===== src/rtl/mem_arb_pkg.sv =====
// Shared definitions for the two-requester latch-memory arbiter:
// sequencer states, default memory geometry and requester indices.
package mem_arb_pkg;

    localparam int DEF_DATA_W = 3;
    localparam int DEF_ADDR_W = 2;

    localparam int REQ0 = 0;
    localparam int REQ1 = 1;

    typedef enum logic [2:0] {
        IDLE,
        SETUP,
        WPULSE,
        HOLD,
        RSAMPLE,
        DONE
    } state_t;

    // One-hot grant vector for a requester index (bit 0 = requester 0).
    function automatic logic [1:0] onehot_of(input logic idx);
        return idx ? 2'b10 : 2'b01;
    endfunction

endpackage


===== src/rtl/rr_arb2.sv =====
// Two-way round-robin arbiter. Holds the last contended winner; when both
// requests are high the other requester wins. A lone request always wins
// and leaves the history untouched.
module rr_arb2
    import mem_arb_pkg::*;
(
    input  logic       i_clk,
    input  logic       i_rst_n,
    input  logic [1:0] i_req,
    input  logic       i_update,
    output logic [1:0] o_gnt
);

    logic r_last_gnt;
    logic w_winner;

    // Pick the winner from the current requests and the contention history.
    always_comb begin
        w_winner = 1'b0;
        o_gnt    = 2'b00;
        if (i_req[REQ0] && i_req[REQ1]) begin
            w_winner = ~r_last_gnt;
        end else begin
            w_winner = i_req[REQ1];
        end
        if (i_req != 2'b00) begin
            o_gnt = onehot_of(w_winner);
        end
    end

    // Remember the winner of each contended grant; requester 0 wins first.
    always_ff @(posedge i_clk or negedge i_rst_n) begin
        if (!i_rst_n) begin
            r_last_gnt <= 1'b1;
        end else if (i_update && (&i_req)) begin
            r_last_gnt <= w_winner;
        end
    end

endmodule


===== src/rtl/mem_arbiter.sv =====
// Arbiter and latch-safe sequencer for a small D/SEL/E/Q latch memory.
// Address and data are registered one cycle before E rises, E is held for
// WE_CYCLES cycles, and address/data stay stable one cycle after E falls.
// Optional build macro MEM_ARB_RDBACK_EN adds a read-back verify after each
// write and drives a sticky ERR flag on mismatch.
module mem_arbiter
    import mem_arb_pkg::*;
#(
    parameter int DATA_W    = DEF_DATA_W,
    parameter int ADDR_W    = DEF_ADDR_W,
    parameter int WE_CYCLES = 1
) (
    input  logic              CLK,
    input  logic              RST_N,
    input  logic              R0_REQ,
    input  logic              R0_WE,
    input  logic [ADDR_W-1:0] R0_ADDR,
    input  logic [DATA_W-1:0] R0_WDATA,
    output logic              R0_ACK,
    output logic [DATA_W-1:0] R0_RDATA,
    input  logic              R1_REQ,
    input  logic              R1_WE,
    input  logic [ADDR_W-1:0] R1_ADDR,
    input  logic [DATA_W-1:0] R1_WDATA,
    output logic              R1_ACK,
    output logic [DATA_W-1:0] R1_RDATA,
    output logic [DATA_W-1:0] MEM_D,
    output logic [ADDR_W-1:0] MEM_SEL,
    output logic              MEM_E,
    input  logic [DATA_W-1:0] MEM_Q,
    output logic              ERR
);

    localparam int CNT_W = (WE_CYCLES > 1) ? $clog2(WE_CYCLES) : 1;

    state_t            r_state;
    state_t            w_state_next;
    logic [1:0]        w_gnt;
    logic              w_start;
    logic              w_pulse_last;
    logic              r_we;
    logic              r_win;
    logic [ADDR_W-1:0] r_mem_sel;
    logic [DATA_W-1:0] r_mem_d;
    logic              r_mem_e;
    logic [CNT_W-1:0]  r_cnt;
    logic              r_ack0;
    logic              r_ack1;
    logic [DATA_W-1:0] r_rdata0;
    logic [DATA_W-1:0] r_rdata1;

    rr_arb2 u_arb (
        .i_clk    (CLK),
        .i_rst_n  (RST_N),
        .i_req    ({R1_REQ, R0_REQ}),
        .i_update (r_state == IDLE),
        .o_gnt    (w_gnt)
    );

    assign w_start      = (r_state == IDLE) && (|w_gnt);
    assign w_pulse_last = (r_cnt == CNT_W'(WE_CYCLES - 1));

    // Sequencer next-state: setup, E pulse, hold (optional verify), ack.
    always_comb begin
        w_state_next = r_state;
        case (r_state)
            IDLE:    if (w_start) w_state_next = SETUP;
            SETUP:   w_state_next = r_we ? WPULSE : RSAMPLE;
            WPULSE:  if (w_pulse_last) w_state_next = HOLD;
`ifdef MEM_ARB_RDBACK_EN
            HOLD:    w_state_next = RSAMPLE;
`else
            HOLD:    w_state_next = DONE;
`endif
            RSAMPLE: w_state_next = DONE;
            DONE:    w_state_next = IDLE;
            default: w_state_next = IDLE;
        endcase
    end

    // State register.
    always_ff @(posedge CLK or negedge RST_N) begin
        if (!RST_N) begin
            r_state <= IDLE;
        end else begin
            r_state <= w_state_next;
        end
    end

    // Command capture, registered memory strobes, acks and read data.
    // SEL/D only load on the IDLE->SETUP edge, where E is guaranteed low.
    always_ff @(posedge CLK or negedge RST_N) begin
        if (!RST_N) begin
            r_we      <= 1'b0;
            r_win     <= 1'b0;
            r_mem_sel <= '0;
            r_mem_d   <= '0;
            r_mem_e   <= 1'b0;
            r_cnt     <= '0;
            r_ack0    <= 1'b0;
            r_ack1    <= 1'b0;
            r_rdata0  <= '0;
            r_rdata1  <= '0;
        end else begin
            if (w_start) begin
                if (w_gnt[REQ1]) begin
                    r_win     <= 1'b1;
                    r_we      <= R1_WE;
                    r_mem_sel <= R1_ADDR;
                    r_mem_d   <= R1_WDATA;
                end else begin
                    r_win     <= 1'b0;
                    r_we      <= R0_WE;
                    r_mem_sel <= R0_ADDR;
                    r_mem_d   <= R0_WDATA;
                end
            end
            r_mem_e <= (w_state_next == WPULSE);
            r_cnt   <= (r_state == WPULSE) ? r_cnt + CNT_W'(1) : '0;
            r_ack0  <= (w_state_next == DONE) && !r_win;
            r_ack1  <= (w_state_next == DONE) && r_win;
            if ((r_state == RSAMPLE) && !r_we) begin
                if (r_win) r_rdata1 <= MEM_Q;
                else       r_rdata0 <= MEM_Q;
            end
        end
    end

`ifdef MEM_ARB_RDBACK_EN
    logic r_err;

    // Sticky flag: the word read back after a write differs from what was written.
    always_ff @(posedge CLK or negedge RST_N) begin
        if (!RST_N) begin
            r_err <= 1'b0;
        end else if ((r_state == RSAMPLE) && r_we && (MEM_Q != r_mem_d)) begin
            r_err <= 1'b1;
        end
    end

    assign ERR = r_err;
`else
    assign ERR = 1'b0;
`endif

    assign MEM_SEL  = r_mem_sel;
    assign MEM_D    = r_mem_d;
    assign MEM_E    = r_mem_e;
    assign R0_ACK   = r_ack0;
    assign R1_ACK   = r_ack1;
    assign R0_RDATA = r_rdata0;
    assign R1_RDATA = r_rdata1;

endmodule


===== config.mk =====
export PLATFORM = sky130hd
export DESIGN_NAME = mem_arbiter
export DESIGN_NICKNAME = d
export VERILOG_FILES = /design/src/rtl/mem_arb_pkg.sv /design/src/rtl/rr_arb2.sv /design/src/rtl/mem_arbiter.sv
export SDC_FILE = /design/constraint.sdc
export NUM_CORES = 1
export LEC_CHECK = 0
export ABC_AREA = 1
export ABC_CLOCK_PERIOD_IN_PS = 2800
export CORE_MARGIN = 2
export CORE_UTILIZATION = 46
export DETAILED_ROUTE_END_ITERATION = 8
export GPL_TIMING_DRIVEN = 0
export PLACE_DENSITY_LB_ADDON = 0.2
export SETUP_SLACK_MARGIN = 0.15
export SLEW_MARGIN = 10
export SYNTH_ARGS = -nofsm -noshare
export SYNTH_HDL_FRONTEND = slang
export SYNTH_SLANG_ARGS = --single-unit

===== constraint.sdc =====
create_clock -name CLK -period 2.8 [get_ports CLK]
set_input_delay 0.28 -clock CLK [delete_from_list [all_inputs] [get_ports CLK]]
set_output_delay 0.28 -clock CLK [all_outputs]
set_load 0.01 [all_outputs]

---- Yosys cells after proc, flatten, opt, wreduce, memory -nomap -nowiden ----
Index checks and enable logic that the tools add are counted.
word-level totals
  flip-flop bits (word level) ............. 21
  bits of input ports ..................... 19
  output and inout bits ................... 15
  word-level logic and storage cells ...... 48
cells by class
  add/sub/neg operators ................... 1
  equal/unequal tests ..................... 6
  multiplexer cells ....................... 12
  bitwise logic cells ..................... 2
  reductions and logical operators ........ 15
operators by type and width
  cell                                            number
  2-to-1 mux 3 bit                                4
  case mux 3 bit (4 select lines)                 1
  == test 3 x 2 -> 1 bit (second input constant)  3
  == test 3 bit (second input constant)           2
  logical AND 1 bit                               6
  2-to-1 mux 2 bit                                3
  AND reduction 2 bit                             3
  2-to-1 mux 1 bit                                4
  OR reduction 2 bit                              2
  == test 3 x 1 -> 1 bit (second input constant)  1
  zero test 3 bit                                 1
  zero test 1 bit                                 2
  inverter 1 bit                                  2
  nonzero test 2 bit                              1
  adder 1 bit (second input constant)             1

---- Logic depth before layout (Yosys ltp) ----
Gate-level depths: netlist (run 1).
  word-level depth ........................ 10
  depth in mapped cells ................... 7
  mapped depth without buffers ............ 6

---- Modules after synthesis ----
Synthesis (run 1) repeated with hierarchy kept, for this count alone.
unflattened totals
  cell total of the unflattened synthesis .. 103
  area, all modules ....................... 934.6 µm²
modules (own cells, without submodules)
  module       times used  cells each  area an instance (µm²)  sequential area each (µm²)
  mem_arbiter  1           95          870.8                   500.5
  rr_arb2      1           8           63.8                    26.3

---- Worst setup path after synthesis (run 1) ----
No wires, ideal clock.
  kind .................................... flip-flop to flip-flop
  start point ............................. register u_arb.r_last_gnt
  end point ............................... register r_mem_d[0] (netlist: MEM_D[0])
  setup time .............................. 0.065 ns
  data arrival time ....................... 0.959 ns
  required time ........................... 2.735 ns
  setup slack ............................. 1.776 ns
  stages on the path, launching flop included .. 7
  path buffers ............................ 0
  period minus slack after synthesis ...... 1.024 ns
  cells stage by stage .................... dfstp_2 > nand2_1 > nand2_2 > nand2_1 > nand2_1 > nand2_1 > nand2_1
between the ends
  word-level cells in the longest chain between the ends .. 6
  elaborated cells between the ends (all ways) .. 7
  those cells by class .................... mux: 4; bitwise: 1; reduce/logical: 2
ends and longest elaborated chain
  element                   RTL line            RTL
  start: declaration        rr_arb2.sv:14       logic r_last_gnt;
  start signal: assignment  rr_arb2.sv:36       r_last_gnt <= w_winner;
  inverter 1 bit *          rr_arb2.sv:22       w_winner = ~r_last_gnt;
  2-to-1 mux 1 bit *        rr_arb2.sv:21       if (i_req[REQ0] && i_req[REQ1]) begin
  2-to-1 mux 2 bit *        mem_arb_pkg.sv:22   return idx ? 2'b10 : 2'b01;
  2-to-1 mux 2 bit *        rr_arb2.sv:26       if (i_req != 2'b00) begin
  OR reduction 2 bit        mem_arbiter.sv:60   assign w_start = (r_state == IDLE) && (|w_gnt);
  logical AND 1 bit         mem_arbiter.sv:60
  end signal: assignment    mem_arbiter.sv:97   r_mem_d <= '0;
  end signal: assignment    mem_arbiter.sv:110  r_mem_d <= R1_WDATA;
  end signal: assignment    mem_arbiter.sv:115  r_mem_d <= R0_WDATA;
  end: declaration          mem_arbiter.sv:44   logic [DATA_W-1:0] r_mem_d;
Every way passes the cells marked *; elsewhere a longest branch is shown, timed or not.
A chain may end at the register's enable or synchronous reset.

---- Worst setup path after layout (run 1) ----
  start point ............................. register r_rdata1[2] (netlist: R1_RDATA[2])
  end point ............................... output port R1_RDATA[2]
RTL lines
  element                   RTL line            RTL
  start: declaration        mem_arbiter.sv:50   logic [DATA_W-1:0] r_rdata1;
  start signal: assignment  mem_arbiter.sv:103  r_rdata1 <= '0;
  start signal: assignment  mem_arbiter.sv:123  if (r_win) r_rdata1 <= MEM_Q;
  end: declaration          mem_arbiter.sv:26   output logic [DATA_W-1:0] R1_RDATA,
No word-level cell between the ends.

==> results of run 1 <==
[cell type report]
cell class / instances / area [µm²] / share of cell area, %
inverters: 13 / 51.30 / 3.864
clock buffers: 4 / 26.28 / 1.979
multi-input cells: 76 / 360.3 / 27.14
repair buffers: 31 / 310.3 / 23.37
plain buffers: 2 / 18.77 / 1.414
well taps: 27 / 33.78 / 2.545
flip-flops and latches: 21 / 526.8 / 39.68
[per-layer routing]
metal / vias to the layer above / part of all wire (%) / GRT usage, %
met4: 0 / 0 / 4.167
met5: - / 0 / 0
met3: 0 / 6.8 / 3.030
met1: 378 / 43 / 19.80
met2: 27 / 50 / 28.44
li1: 419 / - / -
[registers in the layout (all words and copies together) (netlist names), 2 cells and up]
signal,cells
MEM_D,3
MEM_SEL,2
R0_RDATA,3
R1_RDATA,3
r_state,3
[power by group]
group	internal, mW	leakage (nW)	total, mW	switching, mW
clock	0.0553	0.0150	0.137	0.0822
sequential	0.446	0.262	0.543	0.0969
combinational	0.300	0.396	0.612	0.311
total	0.801	0.673	1.29	0.491
[placed cells by master, fill, tap and decap left out]
cell | Yosys | final
buf_4 | 1 | 1
buf_6 | 1 | 1
clkbuf_1 | 0 | 1
clkbuf_4 | 0 | 3
clkdlybuf4s50_1 | 0 | 31
conb_1 | 1 | 1
dfrtp_1 | 20 | 20
dfstp_2 | 1 | 1
inv_1 | 10 | 10
inv_2 | 2 | 2
inv_4 | 1 | 1
nand2_1 | 44 | 44
nand2_2 | 1 | 1
nand3_1 | 7 | 7
nand3_2 | 1 | 1
nand3_4 | 1 | 1
nand3b_1 | 1 | 1
nand4_1 | 1 | 1
nand4_2 | 2 | 2
nor2_1 | 6 | 6
nor2_4 | 1 | 1
o21ai_0 | 1 | 1
o21ai_1 | 9 | 9
[kinds of logic (layout without fill, tap and decap cells)]
group	count (synthesis)	count (layout)
AO/OA/AOI/OAI	10	10
buffers and inverters	15	50
flip-flops	21	21
other	1	1
AND/OR/NAND/NOR	65	65
[through the flow]
| step | setup WS [ps] | hold WS [ps] | instance area, µm² | std cells | power [mW] |
|---|---|---|---|---|---|
| after floorplan | 1776 | -15.59 | 957.2 | 112 | 0.8826 |
| after global placement | 1383 | 462.9 | 1301 | 170 | 1.144 |
| after detailed placement | 1352 | 467.3 | 1301 | 170 | 1.164 |
| after CTS | 1305 | 264.4 | 1328 | 174 | 1.303 |
| after global routing | 1260 | 281.3 | 1328 | 174 | 1.393 |
| final | 1323 | 266.4 | 1328 | 174 | 1.292 |
[worst max path at each step]
stage / start / endpoint / cells past startpoint
6_report: R1_RDATA[2]$_DFFE_PN0P_ / R1_RDATA[2] / 1
5_1_grt: MEM_SEL[1]$_DFFE_PN0P_ / MEM_SEL[1] / 1
2_1_floorplan: u_arb.r_last_gnt$_DFFE_PN1P_ / MEM_D[0]$_DFFE_PN0P_ / 6
4_1_cts: R1_RDATA[2]$_DFFE_PN0P_ / R1_RDATA[2] / 1
3_5_place_dp: R0_REQ / MEM_D[1]$_DFFE_PN0P_ / 7
3_3_place_gp: RST_N / MEM_D[1]$_DFFE_PN0P_ / 1
==> flow_summary.yaml, run 1 <==
clock_network:
  clk_pin_slew_ps: 110
  cts_root_buf: "clkbuf_4"
  clock-sinks: 21
  ctsResizeCount: 0
  clk_latency_ps: 290
  clock_path_buffers: 2
  cts-buffers-inserted: 3
  post_cts_buffers: 0
  cts-hold-fix-buffers: 0
  cts_tree: "yes"
  h-tree-depth: 1
timing:
  fmaxAchievable_ghz: 0.6771
  fin_skew_ps: 2.469
  fin_crit_ps: 1477
  setup_viol: 0
  slew_violations: 0
  maxSlewHeadroom_pct: 41.33
  fin_tns_setup_ps: 0
  worst_pin_slew_ps: 877.2
  min_period_over_period_pct: 52.75
  rsz0062_at_grt: "no"
  hold_viol_final: 0
worst_hold_path:
  holdPathStages: 3
  hp-start: "R1_REQ"
  min_to: "u_arb.r_last_gnt$_DFFE_PN1P_"
  min_path_type: "in2reg"
synth:
  ys.flop_type: "dfrtp_1"
  synth-compound-area-share_pct: 5.229
  syn_area_um2: 957.2
  synth-edff-count: 0
  synthCells: 112
  ys_async_sr_fraction_pct: 100.0
  muxShareOfSynthArea_pct: 0
  syn_nets: 131
  ys_ff_latch: 21
  seq_area_frac_synth_pct: 55.03
  avgSynthCellArea_um2: 8.546
  synth_adder_area_share_pct: 0
  synth_simple_gate_area_share_pct: 32.03
  yosysTopAreaCellShare_pct: 52.29
  synth_area_leaders: "dfrtp_1 52%, nand2_1 17%, o21ai_1 4.7%, inv_1 3.9%, nand3_1 3.7%"
  ys_warn_count: 0
  yosysTopAreaCell: "dfrtp_1"
  netlist-cell-type-count: 20
  synth_top_family_by_area: "simple AND/OR/NAND/NOR gates"
  synth_commonest_cells: "44 x nand2_1, 20 x dfrtp_1, 10 x inv_1"
  synth_xor_area_share_pct: 0
  synth_most_common_cell: "nand2_1"
drt:
  wl_per_cell_um: 10.21
  drc: 0
  first_pass_iters: 4
  vias_per_cell: 4.736
  ant_nets: 0
  routed_wl_mm: 1.776
  vias: 824
  drt_iter0_drc: 14
finish:
  n_fill_cell: 187
  fin_util_pct: 67.67
  antennaDiodeCount: 0
  num-nets-final: 167
  syn2layout_area_growth_pct: 38.69
  drive_gt1_share_pct: 10.20
worst_setup_path:
  worstPathRequired_ps: 2520
  path_cells: "clkdlybuf4s50_1"
  path_class: "reg2out"
  crit_fanout: 2
  r2r_cells: 6
  cpPeakStageDelay_ps: 540
  arrival_ps: 1200
  regToRegStartpoint: "u_arb.r_last_gnt$_DFFE_PN1P_"
  rrSetupSlack_ps: 1630
  critical_path_buf_inv_count: 1
  cpMaxStageDelayCell: "clkdlybuf4s50_1"
  regToRegEndpoint: "MEM_D[1]$_DFFE_PN0P_"
  end_kind: "output port"
  critPathTopFamily: "buffers and inverters"
  critPathLaunchType: "flop"
pwr:
  ir_drop_mv: 0.5232
  p_leak_nw: 0.6732
  p_per_area_nw_per_um2: 973.1
floorplanning:
  dieWidth_um: 49.62
  io_pins: 34
  dieArea_um2: 2462
  die_h_um: 49.62
  num_rows: 16
  core_area_um2: 1962
  start_util_pct: 48.79
run_status:
  status: "completed"
placed_design:
  portBuffers: 31
  gp_congestion: 0.7322
  dp_hpwl_mm: 1.423
global_routing:
  antenna_found_initial: 0
  grt_first_pass_wirelength_mm: 3.125
  grt_pass1_vias: 781
  grt_usage_pct: 15.99
  grt_max_degree: 22
  grt_overflow: 0
job:
  max-cap-violations: 0
(Power assumes the default switching activity.)
==> run 2: changes to the inputs <==
Settings changed: ABC_CLOCK_PERIOD_IN_PS 2800 to 1220, CORE_UTILIZATION 46 to 39.
Clock period 2.8 ns to 1.22 ns, I/O delays scaled along.
==> flow_summary.yaml, run 2 (synthesized netlist as in run 1, its figures left out) <==
floorplanning:
  start_util_pct: 42.06
  dieWidth_um: 53.54
  dieArea_um2: 2867
  num_rows: 17
  core_area_um2: 2276
  die_h_um: 53.54
  io_pins: 34
finish:
  syn2layout_area_growth_pct: 50.98
  final_common_cell: "nand2_1"
  n_fill_cell: 214
  fin_area_um2: 1445
  drive_gt1_share_pct: 32.91
  num-nets-final: 178
  final_cells: 186
  antennaDiodeCount: 0
  mostFrequentLayoutCells: "35 x nand2_1, 17 x dfrtp_1, 16 x clkdlybuf4s50_1"
worst_setup_path:
  crit_fanout: 6
  regToRegStartpoint: "r_state[0]$_DFF_PN0_"
  critPathLaunchType: "flop"
  regToRegEndpoint: "MEM_SEL[1]$_DFFE_PN0P_"
  path_class: "reg2reg"
  path_cells: "nor2_4 > buf_12 > nand3_4 > inv_6 > nand2_2 > nand2_1"
  cpMaxStageDelayCell: "dfrtp_2"
  worstPathRequired_ps: 1480
  arrival_ps: 1370
  crit_end: "MEM_SEL[1]$_DFFE_PN0P_"
  critical_path_buf_inv_count: 2
  end_kind: "flop"
  rrSetupSlack_ps: 100
  cpPeakStageDelay_ps: 450
  crit_cells: 6
  critPathTopFamily: "flip-flops"
  crit_start: "r_state[0]$_DFF_PN0_"
  r2r_cells: 6
drt:
  vias: 869
  wl_met3_um: 124
  first_pass_iters: 2
  routed_wl_mm: 2.109
  drt-met1-wl_um: 819
  drt_iter0_drc: 10
  wl_per_cell_um: 11.34
  top_layer: "met4"
  ant_nets: 0
  drc: 0
  vias_per_cell: 4.672
  routed-wl-met2_mm: 1.151
clock_network:
  clock_path_buffers: 2
  h-tree-depth: 1
  cts-hold-fix-buffers: 0
  clk_pin_slew_ps: 120
  cts_root_buf: "clkbuf_4"
  clk_latency_ps: 310
  cts_tree: "yes"
  cts-buffers-inserted: 3
  clock-sinks: 21
timing:
  min_period_over_period_pct: 91.50
  maxSlewHeadroom_pct: 37.85
  fin_skew_ps: 7.562
  slew_violations: 0
  hold_viol_final: 20
  worst_pin_slew_ps: 930.7
  holdWs_ps: -70.11
  rsz0062_at_grt: "yes"
  fmaxAchievable_ghz: 0.8958
  fin_crit_ps: 1116
  setup_viol: 0
pwr:
  p_per_area_nw_per_um2: 2324
  p_leak_nw: 0.7601
  ir_drop_mv: 1.375
placed_design:
  postPlaceCellArea_um2: 1303
  dp_hpwl_mm: 1.449
  placed_cells: 171
  portBuffers: 31
  gp_congestion: 0.7865
global_routing:
  grt_first_pass_wirelength_mm: 3.318
  grt_overflow: 0
  grt_max_degree: 22
  antenna_found_initial: 0
  grt_pass1_vias: 837
  grt_usage_pct: 16.34
job:
  max-cap-violations: 0
worst_hold_path:
  min_path_type: "in2async"
run_status:
  status: "complete, but fails checks"
  violations: "hold timing"
[run 2: cell count changes in the layout (fill, tap and decap cells not counted), moves of 2 or more]
cell and delta:
buf_2 +6, buf_4 +9, clkbuf_2 +5, clkdlybuf4s15_1 +3
clkdlybuf4s50_1 -15, dfrtp_1 -3, dfrtp_2 +3, nand2_1 -9
nand2_2 +7, nand2_4 +2, nand4_2 -2, nand4_4 +2
[run 2: metrics by stage]
step	TNS, ps	setup WS, ps	utilization [%]	power (mW)	hold WS, ps
after floorplan	0	196.4	-	2.026	-173.6
after global placement	-1160	-58.58	57.23	2.634	416.6
after detailed placement	-2255	-110.9	57.23	2.686	429.5
after CTS	0	90.01	62.45	3.178	98.91
after global routing	0	65.25	63.50	3.612	7.632
final	0	103.7	63.50	3.359	-70.11
[run 2: worst register-to-register path, stage by stage (launching register included)]
cell and delay, ps:
dfrtp_2 450, nor2_4 130, buf_12 140, nand3_4 130, inv_6 120, nand2_2 50
nand2_1 60
[run 2: what timing repair did]
action | in CTS | in global routing
pin swaps | 10 | 6
gates cloned | 1 | 0
setup buffers | 6 | 4
setup endpoints to repair | 28 | 47
resized for setup | 51 | 16
[run 2: worst min-delay path by stage]
| stage | end | cells after the start |
|---|---|---|
| floorplan | MEM_D[0]$_DFFE_PN0P_ | 0 |
| global placement | u_arb.r_last_gnt$_DFFE_PN1P_ | 3 |
| detailed placement | u_arb.r_last_gnt$_DFFE_PN1P_ | 3 |
| CTS | u_arb.r_last_gnt$_DFFE_PN1P_ | 3 |
| global route | r_we$_DFFE_PN0P_ | 1 |
| finish | R0_RDATA[0]$_DFFE_PN0P_ | 1 |
[run 2: where the power goes]
part           total [mW]  internal [mW]  leakage [nW]  switching [mW]
Combinational        1.77          0.813         0.484           0.958
Sequential           1.25           1.03         0.259           0.213
Clock               0.341          0.122        0.0177           0.219
[run 2: final cells by class]
type,count,area [µm²],share of cell area [%]
well taps,28,35.03,2.424
repair buffers,41,345.3,23.90
plain buffers,2,18.77,1.299
multi-input cells,77,434.2,30.04
clock buffers,3,22.52,1.558
inverters,13,53.80,3.723
clock inverters,1,5.005,0.3463
flip-flops and latches,21,530.5,36.71
[run 2: per-layer routing]
layer	vias to the layer above	track usage, %
li1	445	-
met1	395	17.65
met2	27	30.86
met3	2	2.500
met4	0	7.692
met5	-	0
